File: config.mk
export PLATFORM = sky130hd
export DESIGN_NAME = rf_wb_arbiter
export DESIGN_NICKNAME = d
export VERILOG_FILES = /design/src/rtl/rf_wb_arbiter.sv
export SDC_FILE = /design/constraint.sdc
export NUM_CORES = 1
export LEC_CHECK = 0
export CAP_MARGIN = 40
export CORE_AREA = 3 3 114 137
export CTS_CLUSTER_SIZE = 12
export DETAILED_ROUTE_END_ITERATION = 12
export DIE_AREA = 0 0 117 140
export GPL_TIMING_DRIVEN = 0
export PLACE_DENSITY = 0.73
export SETUP_SLACK_MARGIN = 0.2
export SLEW_MARGIN = 20
export SYNTH_ARGS = -nofsm -noshare
export SYNTH_HDL_FRONTEND = slang
export SYNTH_SLANG_ARGS = --single-unit
File: constraint.sdc
create_clock -name clk -period 1.84 [get_ports clk]
set_input_delay 0.184 -clock clk [delete_from_list [all_inputs] [get_ports clk]]
set_output_delay 0.184 -clock clk [all_outputs]
set_load 0.02 [all_outputs]
File: src/rtl/rf_wb_arbiter.sv
// rf_wb_arbiter: write-back arbiter for the 32x32 register file.
// Two requesters (0: ALU results, 1: load / multi-cycle results) each own a
// one-entry buffer. One buffered write per cycle is granted and moved to a
// registered output stage that drives the register-file write port.
// Optional feature macro: RF_WB_ARB_ROUND_ROBIN_EN. When it is defined, ties
// between different addresses alternate between the requesters. When it is
// undefined, requester 0 always wins those ties.
//
// Handshake (both requesters): a write transfers on a posedge where
// valid_k_i & ready_k_o. ready_k_o depends only on registered state, so there
// is no combinational path from valid_k_i to ready_k_o. A write to $0 is
// accepted and then dropped.
module rf_wb_arbiter (
  input  logic        clk,
  input  logic        rst,
  input  logic        valid0_i,
  input  logic [4:0]  wa0_i,
  input  logic [31:0] wd0_i,
  output logic        ready0_o,
  input  logic        valid1_i,
  input  logic [4:0]  wa1_i,
  input  logic [31:0] wd1_i,
  output logic        ready1_o,
  output logic        we_o,
  output logic [4:0]  wa_o,
  output logic [31:0] wd_o,
  output logic [31:0] pend_o,
  output logic [15:0] conflict_cnt_o
);

  logic        occ0, occ1;
  logic [4:0]  buf_wa0, buf_wa1;
  logic [31:0] buf_wd0, buf_wd1;
  logic        age1;      // 1: buffer 1 holds the older entry
  logic        gnt0, gnt1;
  logic        both;
  logic        load0, load1;
  logic        keep1;
  logic [31:0] pend_v;
`ifdef RF_WB_ARB_ROUND_ROBIN_EN
  logic        rr_ptr;    // 1: requester 1 wins the next different-address tie
`endif

  assign both = occ0 & occ1;

  // Grant selection from registered state only.
  always_comb begin
    gnt0 = 1'b0;
    gnt1 = 1'b0;
    if (both) begin
      if (buf_wa0 == buf_wa1) begin
        gnt1 = age1;
        gnt0 = ~age1;
      end else begin
`ifdef RF_WB_ARB_ROUND_ROBIN_EN
        gnt1 = rr_ptr;
        gnt0 = ~rr_ptr;
`else
        gnt0 = 1'b1;
`endif
      end
    end else begin
      gnt0 = occ0;
      gnt1 = occ1;
    end
  end

  assign ready0_o = ~occ0 | gnt0;
  assign ready1_o = ~occ1 | gnt1;
  assign load0    = valid0_i & ready0_o & (wa0_i != 5'd0);
  assign load1    = valid1_i & ready1_o & (wa1_i != 5'd0);
  assign keep1    = occ1 & ~gnt1;

  // Buffer 0: a new write replaces a draining entry on the same edge.
  always_ff @(posedge clk) begin
    if (rst) begin
      occ0    <= 1'b0;
      buf_wa0 <= 5'd0;
      buf_wd0 <= 32'd0;
    end else if (load0) begin
      occ0    <= 1'b1;
      buf_wa0 <= wa0_i;
      buf_wd0 <= wd0_i;
    end else if (gnt0) begin
      occ0    <= 1'b0;
    end
  end

  // Buffer 1: same behaviour as buffer 0.
  always_ff @(posedge clk) begin
    if (rst) begin
      occ1    <= 1'b0;
      buf_wa1 <= 5'd0;
      buf_wd1 <= 32'd0;
    end else if (load1) begin
      occ1    <= 1'b1;
      buf_wa1 <= wa1_i;
      buf_wd1 <= wd1_i;
    end else if (gnt1) begin
      occ1    <= 1'b0;
    end
  end

  // Age bit: buffer 1 is older only if buffer 0 was loaded while buffer 1
  // stayed occupied. When both are loaded on the same edge, buffer 0 counts as
  // older.
  always_ff @(posedge clk) begin
    if (rst) begin
      age1 <= 1'b0;
    end else if (load0 | load1) begin
      age1 <= load0 & ~load1 & keep1;
    end
  end

`ifdef RF_WB_ARB_ROUND_ROBIN_EN
  // Round-robin pointer: after a contended cycle, the loser gets priority.
  always_ff @(posedge clk) begin
    if (rst) begin
      rr_ptr <= 1'b0;
    end else if (both) begin
      rr_ptr <= gnt0;
    end
  end
`endif

  // Output stage: commit the granted entry. The address and data hold when
  // there is no grant.
  always_ff @(posedge clk) begin
    if (rst) begin
      we_o <= 1'b0;
      wa_o <= 5'd0;
      wd_o <= 32'd0;
    end else if (gnt0) begin
      we_o <= 1'b1;
      wa_o <= buf_wa0;
      wd_o <= buf_wd0;
    end else if (gnt1) begin
      we_o <= 1'b1;
      wa_o <= buf_wa1;
      wd_o <= buf_wd1;
    end else begin
      we_o <= 1'b0;
    end
  end

  // Saturating count of cycles with both buffers occupied.
  always_ff @(posedge clk) begin
    if (rst) begin
      conflict_cnt_o <= 16'd0;
    end else if (both && (conflict_cnt_o != 16'hFFFF)) begin
      conflict_cnt_o <= conflict_cnt_o + 16'd1;
    end
  end

  // Pending-write bitmap over both buffers and the output stage.
  always_comb begin
    pend_v = 32'd0;
    if (occ0) pend_v[buf_wa0] = 1'b1;
    if (occ1) pend_v[buf_wa1] = 1'b1;
    if (we_o) pend_v[wa_o]    = 1'b1;
    pend_v[0] = 1'b0;
  end

  assign pend_o = pend_v;

endmodule

Word-level counts from Yosys, hierarchy flattened
Cells that the tools add are included.
Storage, ports and cells
  bits in registers: 131
  bits of input ports: 78
  output and inout port bits: 88
  word-level logic and storage cells: 70
Operators by class
  add/subtract/negate cells: 1
  order comparisons: 6
  eq/ne operators: 2
  multiplexer cells: 23
  bitwise operators: 18
  reduce and logical (&&, ||, !) cells: 9
Operators with widths (count)
  32-bit 2-to-1 mux: 5
  32-bit OR: 2
  5-bit by 6-bit less-than comparator with 1-bit output, second input constant: 3
  16-bit by 1-bit adder with 16-bit output, second input constant: 1
  16-bit != test, second input constant: 1
  1-bit demux with 5-bit select: 3
  5-bit by 1-bit greater-or-equal comparator with 1-bit output, second input constant: 3
  1-bit 2-to-1 mux: 13
  5-bit 2-to-1 mux: 2
  5-bit nonzero test: 2
  1-bit bitwise AND: 8
  2-bit nonzero test: 3
  5-bit equality test: 1
  1-bit inverter: 5
  1-bit logical AND: 4
  1-bit OR: 3

Depth between registers and ports, before layout
  word-level depth: 9
  depth in mapped cells: 11
  mapped depth without buffers: 7

Least setup slack after synthesis
No wires, ideal clock.
  path type: register to register
  start point: reg conflict_cnt_o[0]
  end point: reg conflict_cnt_o[0]
  setup time: 128 ps
  arrival time: 1688 ps
  data required time: 1712 ps
  slack: 24 ps
  stages on the path, launching flop included: 7
  buffers on the path: 0
  clock period less this slack: 1816 ps
  cells stage by stage: dfxtp_1 > ha_1 > nand4_1 > nor4_2 > nor2_1 > xnor2_1 > nor2_1
On the way
  cells in the longest elaborated chain, start to end: 2
  elaborated cells between the ends (all ways): 3
  those cells by class: 1 x add/sub; 1 x eq/ne; 1 x reduce/logical
Ends and longest elaborated chain
  start: declaration: RTL line 28  | output logic [15:0] conflict_cnt_o
  start signal: assignment: RTL line 151  | conflict_cnt_o <= conflict_cnt_o + 16'd1;
  branches (longest 2 deep; another with 16-bit by 1-bit adder with 16-bit output)
Several ways; the timed one is not identified.
A chain may end at the register's enable or synchronous reset.

Worst setup path after layout
  start point: reg buf_wa1[0]
  end point: out pend_o[4]
On the way
  cells in the longest elaborated chain, start to end: 8
  elaborated cells between the ends (all ways): 9
  those cells by class: 2 x order compare; 4 x mux; 2 x bitwise; 1 x reduce/logical
Ends and longest elaborated chain
  start: declaration: RTL line 32  | logic [4:0] buf_wa0, buf_wa1;
  start signal: assignment: RTL line 97  | buf_wa1 <= wa1_i;
  5-bit by 6-bit less-than comparator with 1-bit output (implied by the code) / 5-bit by 1-bit greater-or-equal comparator with 1-bit output (equally long branches): RTL line 159  | if (occ1) pend_v[buf_wa1] = 1'b1;
  1-bit logical AND (implied by the code): RTL line 159
  1-bit 2-to-1 mux (implied by the code): RTL line 159
  1-bit demux with 5-bit select (*): RTL line 159
  32-bit OR (no line) (*)
  32-bit 2-to-1 mux (*): RTL line 159
  32-bit OR (no line)
  32-bit 2-to-1 mux (*): RTL line 160  | if (we_o) pend_v[wa_o] = 1'b1;
  end: declaration: RTL line 27  | output logic [31:0] pend_o,
Every way passes the cells marked *; elsewhere a longest branch is shown, timed or not.

==> out/metrics.yaml <==
sta:
  finalCritPeriodShare: 1.13
  hold_viol: 0
  slew_headroom: 0.360
  fin_crit_ps: 2090
  worst_slew_pin_slew_ps: 960
  drv_slew: 0
  rsz0062_at_grt: "yes"
  setup_violations: 124
  max_freq_mhz: 479
  layout_setup_ws_ps: -247
  skew_ps: 10.2
power_and_ir_drop:
  peakVddDrop_mv: 0.555
  total_power_w: 0.00813
  power_density_nw_per_um2: 719
  power.leakage_nw: 4.72
grt:
  grt_pass1_vias: 6725
  grt_pass1_wl_um: 35700
  grt_overflow_total: 0
  antenna_found_initial: 0
  track_usage: 0.280
  grt_max_degree: 17
setup_path:
  critical_path.top_delay_family: "buffers and inverters"
  regToRegStartpoint: "buf_wa0[4]"
  end_kind: "primary output"
  arrival_ps: 1900
  critPathLaunchType: "register"
  crit_buf_inv: 5
  critical_path_class: "reg -> out"
  critPathLaunch: "buf_wa1[0]"
  worstPathCellList: "buf_6 -> buf_4 -> nor3_4 -> buf_4 -> buf_6 -> a22oi_2 -> nand2_1 -> buf_6"
  worstPathMaxFanout: 7
  critPathMaxStageDelay_ps: 320
  cpMostUsedCell: "buf_6"
  cp_slowest_cell: "dfxtp_2"
  required_ps: 1660
min_path:
  hp-start: "wd0_i[26]"
  hp-class: "in -> reg"
placed_design:
  globalplace.congestion: 0.851
  place_hpwl_um: 14400
  io_buffers: 163
  place_ws_ps: -825
detailed_routing:
  wl_um: 28300
  num_vias: 7436
  first_pass_iters: 7
  drc: 0
  routed_via_density: 6.06
  drt_iter0_markers: 697
  avgRoutedWirePerCell_um: 23.1
  ant_nets: 0
floorplan:
  io_pins: 166
  initial_utilization: 0.446
  rows: 48
  dieHeight_um: 140
  core_um2: 14400
  die-area_um2: 16400
  die-width_um: 117
logic_synthesis:
  syn_nets: 847
  netlist_instances: 768
  synth_commonest_cells: "dfxtp_1 (131), nand2_1 (116), nand2b_1 (71)"
  yosys-top-cells-area: "dfxtp_1 (41%), mux2i_1 (11%), nand2b_1 (6.9%), nand2_1 (6.8%), o21ai_0 (4.8%)"
  syn_area_per_cell_um2: 8.36
  synth.distinct_cells: 55
  synth_top_area_frac: 0.408
  ys_seq_area_frac: 0.408
  ys_warn_count: 0
  synth.cell_area_um2: 6420
  synth_flop_cell: "dfxtp_1"
  yosysMostFrequentCell: "dfxtp_1"
  synth.ff_latch_count: 131
  synth_edf_count: 0
  yosysTopAreaCell: "dfxtp_1"
  async_reset_ff_frac: 0
finish:
  drive_gt1_frac: 0.377
  antenna_cells: 0
  nets: 1121
  final_util: 0.785
  area_growth_pct: 76.2
clock_network:
  cts-root-buf: "clkbuf_16"
  htreeDepth: 4
  clk_latency_ps: 430
  cts_sinks: 131
  cts_tree: "yes"
  clk_pin_slew_ps: 60
  cts_buffers: 17
  clock_path_buffers: 2
  cts_hold_buffers: 0
run_status:
  violations: "setup timing"
  outcome: "finished, violations left"
job:
  maxCapViolations: 0
layout make-up:
cell class	instances	area [µm²]
multi-input combinational	566	4460
fill	860	3100
timing repair buffer	255	2690
sequential	131	2680
buffer	66	652
clock buffer	20	457
tap	175	219
clock inverter	10	134
inverter	5	26.3
per-layer routing:
metal	global-route usage	up-vias	share of wire	wire length, µm
li1	-	3216	-	-
met1	0.314	3522	0.35	9830
met2	0.483	506	0.50	14200
met3	0.0648	192	0.070	2000
met4	0.147	0	0.082	2310
met5	0	-	0	0
worst min-delay path, cell delays in order:
cell and delay [ps]:
clkdlybuf4s50_1 410, nand3_2 70, a21oi_2 40
stage by stage:
stage	hold WS (ps)	setup TNS, ps	std cells	area [µm²]
6_report	316	-12740	1228	11300
5_1_grt	343	-18350	1228	11300
4_1_cts	321	-737	1188	10100
3_5_place_dp	441	-29590	1109	8320
3_3_place_gp	434	-35740	1106	8310
2_1_floorplan	313	0	768	6460
power by group:
part	leakage [nW]	internal [W]	switching [W]
Clock	0.288	0.00218	0.00130
Combinational	3.35	0.000806	0.000765
Sequential	1.09	0.00297	0.000112
Total	4.72	0.00596	0.00218
final timing paths:
path | endpoint | slack, ps | cells past startpoint
max | pend_o[4] | -250 | 8
min | buf_wd0[26] | 320 | 3
max reg2reg | wd_o[24] | -240 | 8
min reg2reg | wd_o[13] | 450 | 2
cell families (layout without fill, tap and decap cells):
family / count (synthesis) / after routing / share of synthesized area
AO/OA/AOI/OAI: 164 / 164 / 0.150
XOR/XNOR: 17 / 17 / 0.0232
adder cells (fa/ha/maj): 1 / 1 / 0.00195
buffers and inverters: 71 / 356 / 0.0573
flip-flops: 131 / 131 / 0.408
multiplexers: 70 / 70 / 0.109
other: 1 / 1 / 0.000584
AND/OR/NAND/NOR: 313 / 313 / 0.250
sequential cells by signal, summed over array words and instances (netlist names):
signal / flops
buf_wd0: 32
buf_wd1: 32
wd_o: 32
conflict_cnt_o: 16
buf_wa0: 5
buf_wa1: 5
wa_o: 5
age1: 1
occ0: 1
occ1: 1
we_o: 1
placed cells by master, fill, tap and decap left out, drive strengths merged, types with 13 or more instances in the layout:
master,instances
mux2i,70
buf,150
a22oi,30
clkbuf,61
nor3b,13
o21ai,74
nand3,38
dfxtp,131
a21oi,44
xnor2,13
nor2,30
clkdlybuf4s50,115
nand2,116
nand2b,71
what timing repair did:
item	CTS	global route
pin swaps	33	93
endpoints found under the setup margin	170	166
setup buffers	41	37
resized for setup	363	230
cloned	8	3
Power figures use the tool's default switching activity.
